## src/rtl/regm_sb_pkg.sv

```systemverilog
// Shared defaults for the scoreboarded register memory: geometry and the
// index of the hard-wired zero register.
package regm_sb_pkg;

  localparam int REGM_WIDTH    = 32;
  localparam int REGM_DEPTH    = 32;
  localparam int REGM_AW       = 5;
  localparam int REGM_NREAD    = 3;
  localparam int REGM_ZERO_IDX = 0;

endpackage

```

## src/rtl/regm_sb_rdport.sv

```systemverilog
// One bypassed read path: zero register, then load writeback, then ALU
// writeback, then the stored word gated by its busy bit.
module regm_sb_rdport
  import regm_sb_pkg::*;
#(
  parameter int WIDTH    = REGM_WIDTH,
  parameter int AW       = REGM_AW,
  parameter bit ZERO_REG = 1'b1
) (
  input  logic [AW-1:0]    raddr,
  input  logic             wen0,
  input  logic [AW-1:0]    waddr0,
  input  logic [WIDTH-1:0] wdata0,
  input  logic             wen1,
  input  logic [AW-1:0]    waddr1,
  input  logic [WIDTH-1:0] wdata1,
  input  logic [WIDTH-1:0] mem_word,
  input  logic             mem_busy,
  output logic [WIDTH-1:0] data,
  output logic             ready
);

  // Port 1 is checked before port 0 so the bypass agrees with the write winner.
  always_comb begin
    data  = '0;
    ready = 1'b1;
    if (ZERO_REG && (raddr == AW'(REGM_ZERO_IDX))) begin
      data  = '0;
      ready = 1'b1;
    end else if (wen1 && (waddr1 == raddr)) begin
      data  = wdata1;
      ready = 1'b1;
    end else if (wen0 && (waddr0 == raddr)) begin
      data  = wdata0;
      ready = 1'b1;
    end else begin
      data  = mem_word;
      ready = ~mem_busy;
    end
  end

endmodule

```

## src/rtl/regm_sb.sv

```systemverilog
// Register memory with two writeback ports, bypassed read ports and a
// per-register pending scoreboard for RAW stalls on multi-cycle ops.
module regm_sb
  import regm_sb_pkg::*;
#(
  parameter int WIDTH    = REGM_WIDTH,
  parameter int DEPTH    = REGM_DEPTH,
  parameter int AW       = REGM_AW,
  parameter int NREAD    = REGM_NREAD,
  parameter bit ZERO_REG = 1'b1
) (
  input  logic                   clk,
  input  logic                   reset,
  input  logic [NREAD*AW-1:0]    raddr,
  output logic [NREAD*WIDTH-1:0] rdata,
  output logic [NREAD-1:0]       rready,
  input  logic                   wen0,
  input  logic [AW-1:0]          waddr0,
  input  logic [WIDTH-1:0]       wdata0,
  input  logic                   wen1,
  input  logic [AW-1:0]          waddr1,
  input  logic [WIDTH-1:0]       wdata1,
  input  logic                   issue_en,
  input  logic [AW-1:0]          issue_reg,
  input  logic                   flush,
  output logic                   busy_any,
  output logic [DEPTH-1:0]       busy_vec
);

  logic [WIDTH-1:0] mem_r [DEPTH];
  logic [DEPTH-1:0] busy_r;
  logic             busy_any_r;
  logic [DEPTH-1:0] busy_next_s;

  // Busy priority: flush, then a new issue, then a writeback clearing it.
  always_comb begin
    busy_next_s = busy_r;
    for (int r = 0; r < DEPTH; r++) begin
      if (flush) begin
        busy_next_s[r] = 1'b0;
      end else if (issue_en && (issue_reg == AW'(r)) &&
                   !(ZERO_REG && (r == REGM_ZERO_IDX))) begin
        busy_next_s[r] = 1'b1;
      end else if ((wen0 && (waddr0 == AW'(r))) || (wen1 && (waddr1 == AW'(r)))) begin
        busy_next_s[r] = 1'b0;
      end else begin
        busy_next_s[r] = busy_r[r];
      end
    end
  end

  // Register storage; port 1 wins a same-address conflict.
  always_ff @(posedge clk or posedge reset) begin
    if (reset) begin
      for (int r = 0; r < DEPTH; r++) begin
        mem_r[r] <= '0;
      end
    end else begin
      for (int r = 0; r < DEPTH; r++) begin
        if (!(ZERO_REG && (r == REGM_ZERO_IDX))) begin
          if (wen1 && (waddr1 == AW'(r))) begin
            mem_r[r] <= wdata1;
          end else if (wen0 && (waddr0 == AW'(r))) begin
            mem_r[r] <= wdata0;
          end
        end
      end
    end
  end

  // Scoreboard state and its registered summary.
  always_ff @(posedge clk or posedge reset) begin
    if (reset) begin
      busy_r     <= '0;
      busy_any_r <= 1'b0;
    end else begin
      busy_r     <= busy_next_s;
      busy_any_r <= |busy_next_s;
    end
  end

  assign busy_vec = busy_r;
  assign busy_any = busy_any_r;

  for (genvar i = 0; i < NREAD; i++) begin : g_rd
    logic [AW-1:0] raddr_s;
    assign raddr_s = raddr[i*AW +: AW];

    regm_sb_rdport #(
      .WIDTH    (WIDTH),
      .AW       (AW),
      .ZERO_REG (ZERO_REG)
    ) u_rdport (
      .raddr    (raddr_s),
      .wen0     (wen0),
      .waddr0   (waddr0),
      .wdata0   (wdata0),
      .wen1     (wen1),
      .waddr1   (waddr1),
      .wdata1   (wdata1),
      .mem_word (mem_r[raddr_s]),
      .mem_busy (busy_r[raddr_s]),
      .data     (rdata[i*WIDTH +: WIDTH]),
      .ready    (rready[i])
    );
  end

endmodule
```

## config.mk

```make
export PLATFORM = sky130hd
export DESIGN_NAME = regm_sb
export DESIGN_NICKNAME = d
export VERILOG_FILES = /design/src/rtl/regm_sb_pkg.sv /design/src/rtl/regm_sb_rdport.sv /design/src/rtl/regm_sb.sv
export SDC_FILE = /design/constraint.sdc
export NUM_CORES = 2
export LEC_CHECK = 0
export CAP_MARGIN = 20
export CORE_ASPECT_RATIO = 0.5
export CORE_MARGIN = 4
export CORE_UTILIZATION = 40
export DETAILED_ROUTE_END_ITERATION = 10
export MAX_ROUTING_LAYER = met4
export PLACE_DENSITY = 0.63
export SLEW_MARGIN = 30
export SYNTH_ARGS = -nofsm -noshare
export SYNTH_HDL_FRONTEND = slang
export SYNTH_SLANG_ARGS = --single-unit
```

## constraint.sdc

```tcl
create_clock -name clk -period 43.9 [get_ports clk]
set_input_delay 4.39 -clock clk [delete_from_list [all_inputs] [get_ports clk]]
set_output_delay 4.39 -clock clk [all_outputs]
set_load 0.05 [all_outputs]
```

==> flow_metrics.py <==
metrics = {
    "worst_setup_path": {
        "critical_path_depth": 12,
        "endpoint": "rdata[32]",
        "worstSetupEndpointType": "output pin",
        "worst-r2r-setup-slack_ps": 41810,
        "r2r.worst_path.cells": 5,
        "crit_chain": "buf_8 > buf_4 > buf_4 > buf_4 > mux2i_1 > o221ai_1 > o22ai_1 > a2111oi_0 > buf_4 > o21ai_1 > a21oi_1 > clkdlybuf4s50_1",
        "timing.critical_path.fanout_max": 55,
        "crit_buf_inv": 6,
        "worst_setup_path_startpoint": "raddr[5]",
        "critPathArrivalTime_ps": 9730,
        "cpLargestDelayFamily": "buffers and inverters",
        "cp-start-kind": "input port",
        "regToRegEndpoint": "busy_any",
        "timing.critical_path.mode_cell": "sky130_fd_sc_hd__buf_4",
        "crit_path_max_incr_delay_ps": 850,
        "worstSetupPathType": "input port to output pin",
        "required_ps": 39510,
        "reg_to_reg_start": "busy_vec[14]",
        "slowest_stage": "sky130_fd_sc_hd__clkdlybuf4s50_1",
    },
    "routing": {
        "via_total_after_detailed_routing": 66900,
        "drcViolationCount": 0,
        "wl_um": 339000,
        "drt_iter0_drc": 10500,
        "viasPerCell": 6.88,
        "avgRoutedWirePerCell_um": 34.8,
        "final_antenna_net_count": 0,
        "detailedRoute.firstPassIterationCount": 9,
    },
    "global_routing": {
        "grt_max_degree": 141,
        "busiest_layer": "met2",
        "vias_in_the_first_global_route": 63100,
        "grt_util_met3_pct": 14.5,
        "grt_overflow_total": 0,
        "antenna_found_initial": 15,
        "fraction_of_met1_tracks_used_by_global_routing_pct": 42.4,
        "gr-usage-all-layers_pct": 34.5,
        "grtUsageMet2_pct": 47.3,
        "grt_pass1_wl_um": 478000,
    },
    "layout": {
        "syn_to_final_growth_pct": 10.1,
        "post_route_cells_drive_above_1_share_pct": 17.0,
        "most_common_cell_after_layout_fill_and_taps_aside": "sky130_fd_sc_hd__mux2i_1",
        "final_net_count": 7206,
        "filler_cell_count": 17400,
        "mostFrequentLayoutCells": "sky130_fd_sc_hd__mux2i_1 (1381), sky130_fd_sc_hd__dfrtp_1 (1025), sky130_fd_sc_hd__a21oi_1 (871), sky130_fd_sc_hd__nor2_1 (672), sky130_fd_sc_hd__mux4_2 (541)",
    },
    "sta": {
        "tightest_slew_ps": 1260,
        "final_slew_viol_count": 0,
        "final_period_minus_worst_setup_slack_ps": 14120,
        "final_critical_path_setup_slack_ps": 29780,
        "finalSetupViolCount": 0,
        "worst_slew_margin_rel_pct": 15.1,
        "unrepaired_setup_endpoints_after_global_routing": "false",
        "min_period_over_period_pct": 32.2,
        "fmaxAchievable_mhz": 70.8,
        "whs_ps": 617,
        "clock_skew_ps": 20.3,
        "hold_violation_total_from_the_final_report": 0,
        "timing.setup.tns_ps": 0,
    },
    "cts": {
        "worst_setup_hold_path_clk_slew_ps": 60,
        "htree_levels": 3,
        "cts_tree": "built",
        "clockBufferDepth": 3,
        "cts.sink_count": 1025,
        "clock_insertion_delay_worst_skew_ps": 790,
        "post_cts_hold_buffer_count": 0,
        "root_buffer": "sky130_fd_sc_hd__clkbuf_16",
        "post_cts_resize_count": 0,
        "post-cts-setup-buffer-count": 0,
        "cts_buffers": 110,
    },
    "place": {
        "place_congestion": 1.01,
        "dpl.hpwl_um": 199000,
        "place_worst_setup_slack_ps": 29820,
        "io_buffer_count": 231,
    },
    "power": {
        "leakagePower_nw": 36.9,
        "power_density_nw_per_um2": 44.2,
        "design_power_total_mw": 3.68,
        "vdd_drop_max_uv": 36.1,
    },
    "synthesis": {
        "synth_fp_nets": 7587,
        "synthesized_instance_count": 7487,
        "synth.distinct_cells": 72,
        "ys_dominant_reg_cell": "sky130_fd_sc_hd__dfrtp_1",
        "synthesized_flop_and_latch_total": 1025,
        "synth_async_sr_flop_share_pct": 100,
        "synth_sequential_area_ratio_pct": 33.9,
        "ys.warnings.count": 32,
        "postSynthAreaPerCell_sq_um": 10.1,
        "mappedNetlistArea_sq_um": 75700,
        "number_of_synthesized_flops_with_an_enable_pin": 0,
    },
    "hold_path": {
        "worstHoldPathType": "flip-flop to flip-flop",
    },
    "job": {
        "drv_cap": 0,
    },
    "outcome": {
        "run_status": "finished, final reports clean",
    },
    "floorplan": {
        "start_util_pct": 40.4,
        "die_w_um": 623,
        "ioPinCount": 232,
        "placeableCoreArea_sq_um": 187000,
        "chipHeight_um": 316,
        "die-area_sq_um": 197000,
        "rows": 112,
    },
}
## synth_stat cells (11+ instances only)
| library cell | count | area (sq um) |
|---|---|---|
| sky130_fd_sc_hd__dfrtp_1 | 1025 | 25600 |
| sky130_fd_sc_hd__a22o_1 | 35 | 307 |
| sky130_fd_sc_hd__a2111oi_0 | 34 | 298 |
| sky130_fd_sc_hd__nand3_1 | 76 | 380 |
| sky130_fd_sc_hd__nand2_1 | 525 | 1970 |
| sky130_fd_sc_hd__a221o_1 | 28 | 280 |
| sky130_fd_sc_hd__inv_1 | 41 | 154 |
| sky130_fd_sc_hd__buf_4 | 43 | 323 |
| sky130_fd_sc_hd__mux2_2 | 140 | 1580 |
| sky130_fd_sc_hd__o21ai_1 | 38 | 190 |
| sky130_fd_sc_hd__nor2_1 | 684 | 2570 |
| sky130_fd_sc_hd__and2_1 | 11 | 68.8 |
| sky130_fd_sc_hd__o22ai_1 | 121 | 757 |
| sky130_fd_sc_hd__xor2_1 | 24 | 210 |
| sky130_fd_sc_hd__mux2i_1 | 1381 | 13800 |
| sky130_fd_sc_hd__buf_12 | 12 | 240 |
| sky130_fd_sc_hd__o21ai_0 | 394 | 1970 |
| sky130_fd_sc_hd__nor2b_1 | 48 | 300 |
| sky130_fd_sc_hd__clkbuf_1 | 596 | 2240 |
| sky130_fd_sc_hd__nand2b_1 | 57 | 357 |
| sky130_fd_sc_hd__a22oi_1 | 115 | 863 |
| sky130_fd_sc_hd__buf_1 | 72 | 270 |
| sky130_fd_sc_hd__a32oi_1 | 15 | 131 |
| sky130_fd_sc_hd__buf_6 | 31 | 349 |
| sky130_fd_sc_hd__buf_2 | 192 | 961 |
| sky130_fd_sc_hd__o221ai_1 | 172 | 1510 |
| sky130_fd_sc_hd__mux4_2 | 541 | 12200 |
| sky130_fd_sc_hd__a21oi_1 | 871 | 4360 |
| sky130_fd_sc_hd__a221oi_1 | 42 | 368 |
## state kept, by name, summed over array words and instances (netlist names)
name      cells
busy_any      1
busy_vec     32
mem_r       992
## through the flow
step	cell area, sq um	std cells	util (%)
after detailed placement	79300	9497	42.3
after global placement	78900	9483	42.1
after floorplan	75700	7487	-
after global routing	83400	9719	44.5
after CTS	83200	9702	44.4
final	83400	9725	44.5
## tightest hold or removal path, stage by stage (launching register included)
cell                      delay, ps
sky130_fd_sc_hd__dfrtp_1        380
sky130_fd_sc_hd__mux2i_1         80
sky130_fd_sc_hd__o21ai_0        130
## final cells by class
| cell class | count | area (sq um) | share of cell area, % |
|---|---|---|---|
| antenna | 18 | 45.0 | 0.0540 |
| tap | 2508 | 3140 | 3.76 |
| sequential | 1025 | 25600 | 30.7 |
| clock inverter | 40 | 644 | 0.772 |
| timing repair buffer | 466 | 4460 | 5.34 |
| clock buffer | 165 | 3250 | 3.90 |
| multi-input combinational | 5460 | 46100 | 55.2 |
| inverter | 43 | 169 | 0.202 |
## layer usage
layer | vias up | routed length [um]
met4 | 0 | 24300
li1 | 27200 | -
met5 | - | 0
met2 | 5493 | 138000
met1 | 32900 | 123000
met3 | 1412 | 53600
## power breakdown
| group | switching, mW | leakage (nW) | total (mW) | internal, mW |
|---|---|---|---|---|
| clock | 0.446 | 1.92 | 1.04 | 0.589 |
| sequential | 0.260 | 12.4 | 1.45 | 1.19 |
| combinational | 0.623 | 22.5 | 1.20 | 0.573 |
## cells by family after synthesis
logic type,Yosys count,share of synthesized area [%]
compound gates,1886,14.8
simple gates,1480,8.28
xor+xnor,30,0.347
mux,2064,36.5
flops,1025,33.9
buf+inv,1002,6.22
## worst min-delay path by stage
stage | cells past startpoint | from | end | slack (ps)
floorplan | 2 | mem_r[831] | mem_r[831] | 550
global placement | 2 | mem_r[379] | mem_r[379] | 580
detailed placement | 2 | mem_r[372] | mem_r[372] | 600
CTS | 2 | mem_r[371] | mem_r[371] | 620
global route | 2 | mem_r[496] | mem_r[496] | 640
finish | 2 | mem_r[370] | mem_r[370] | 620
(Power assumes the default switching activity.)
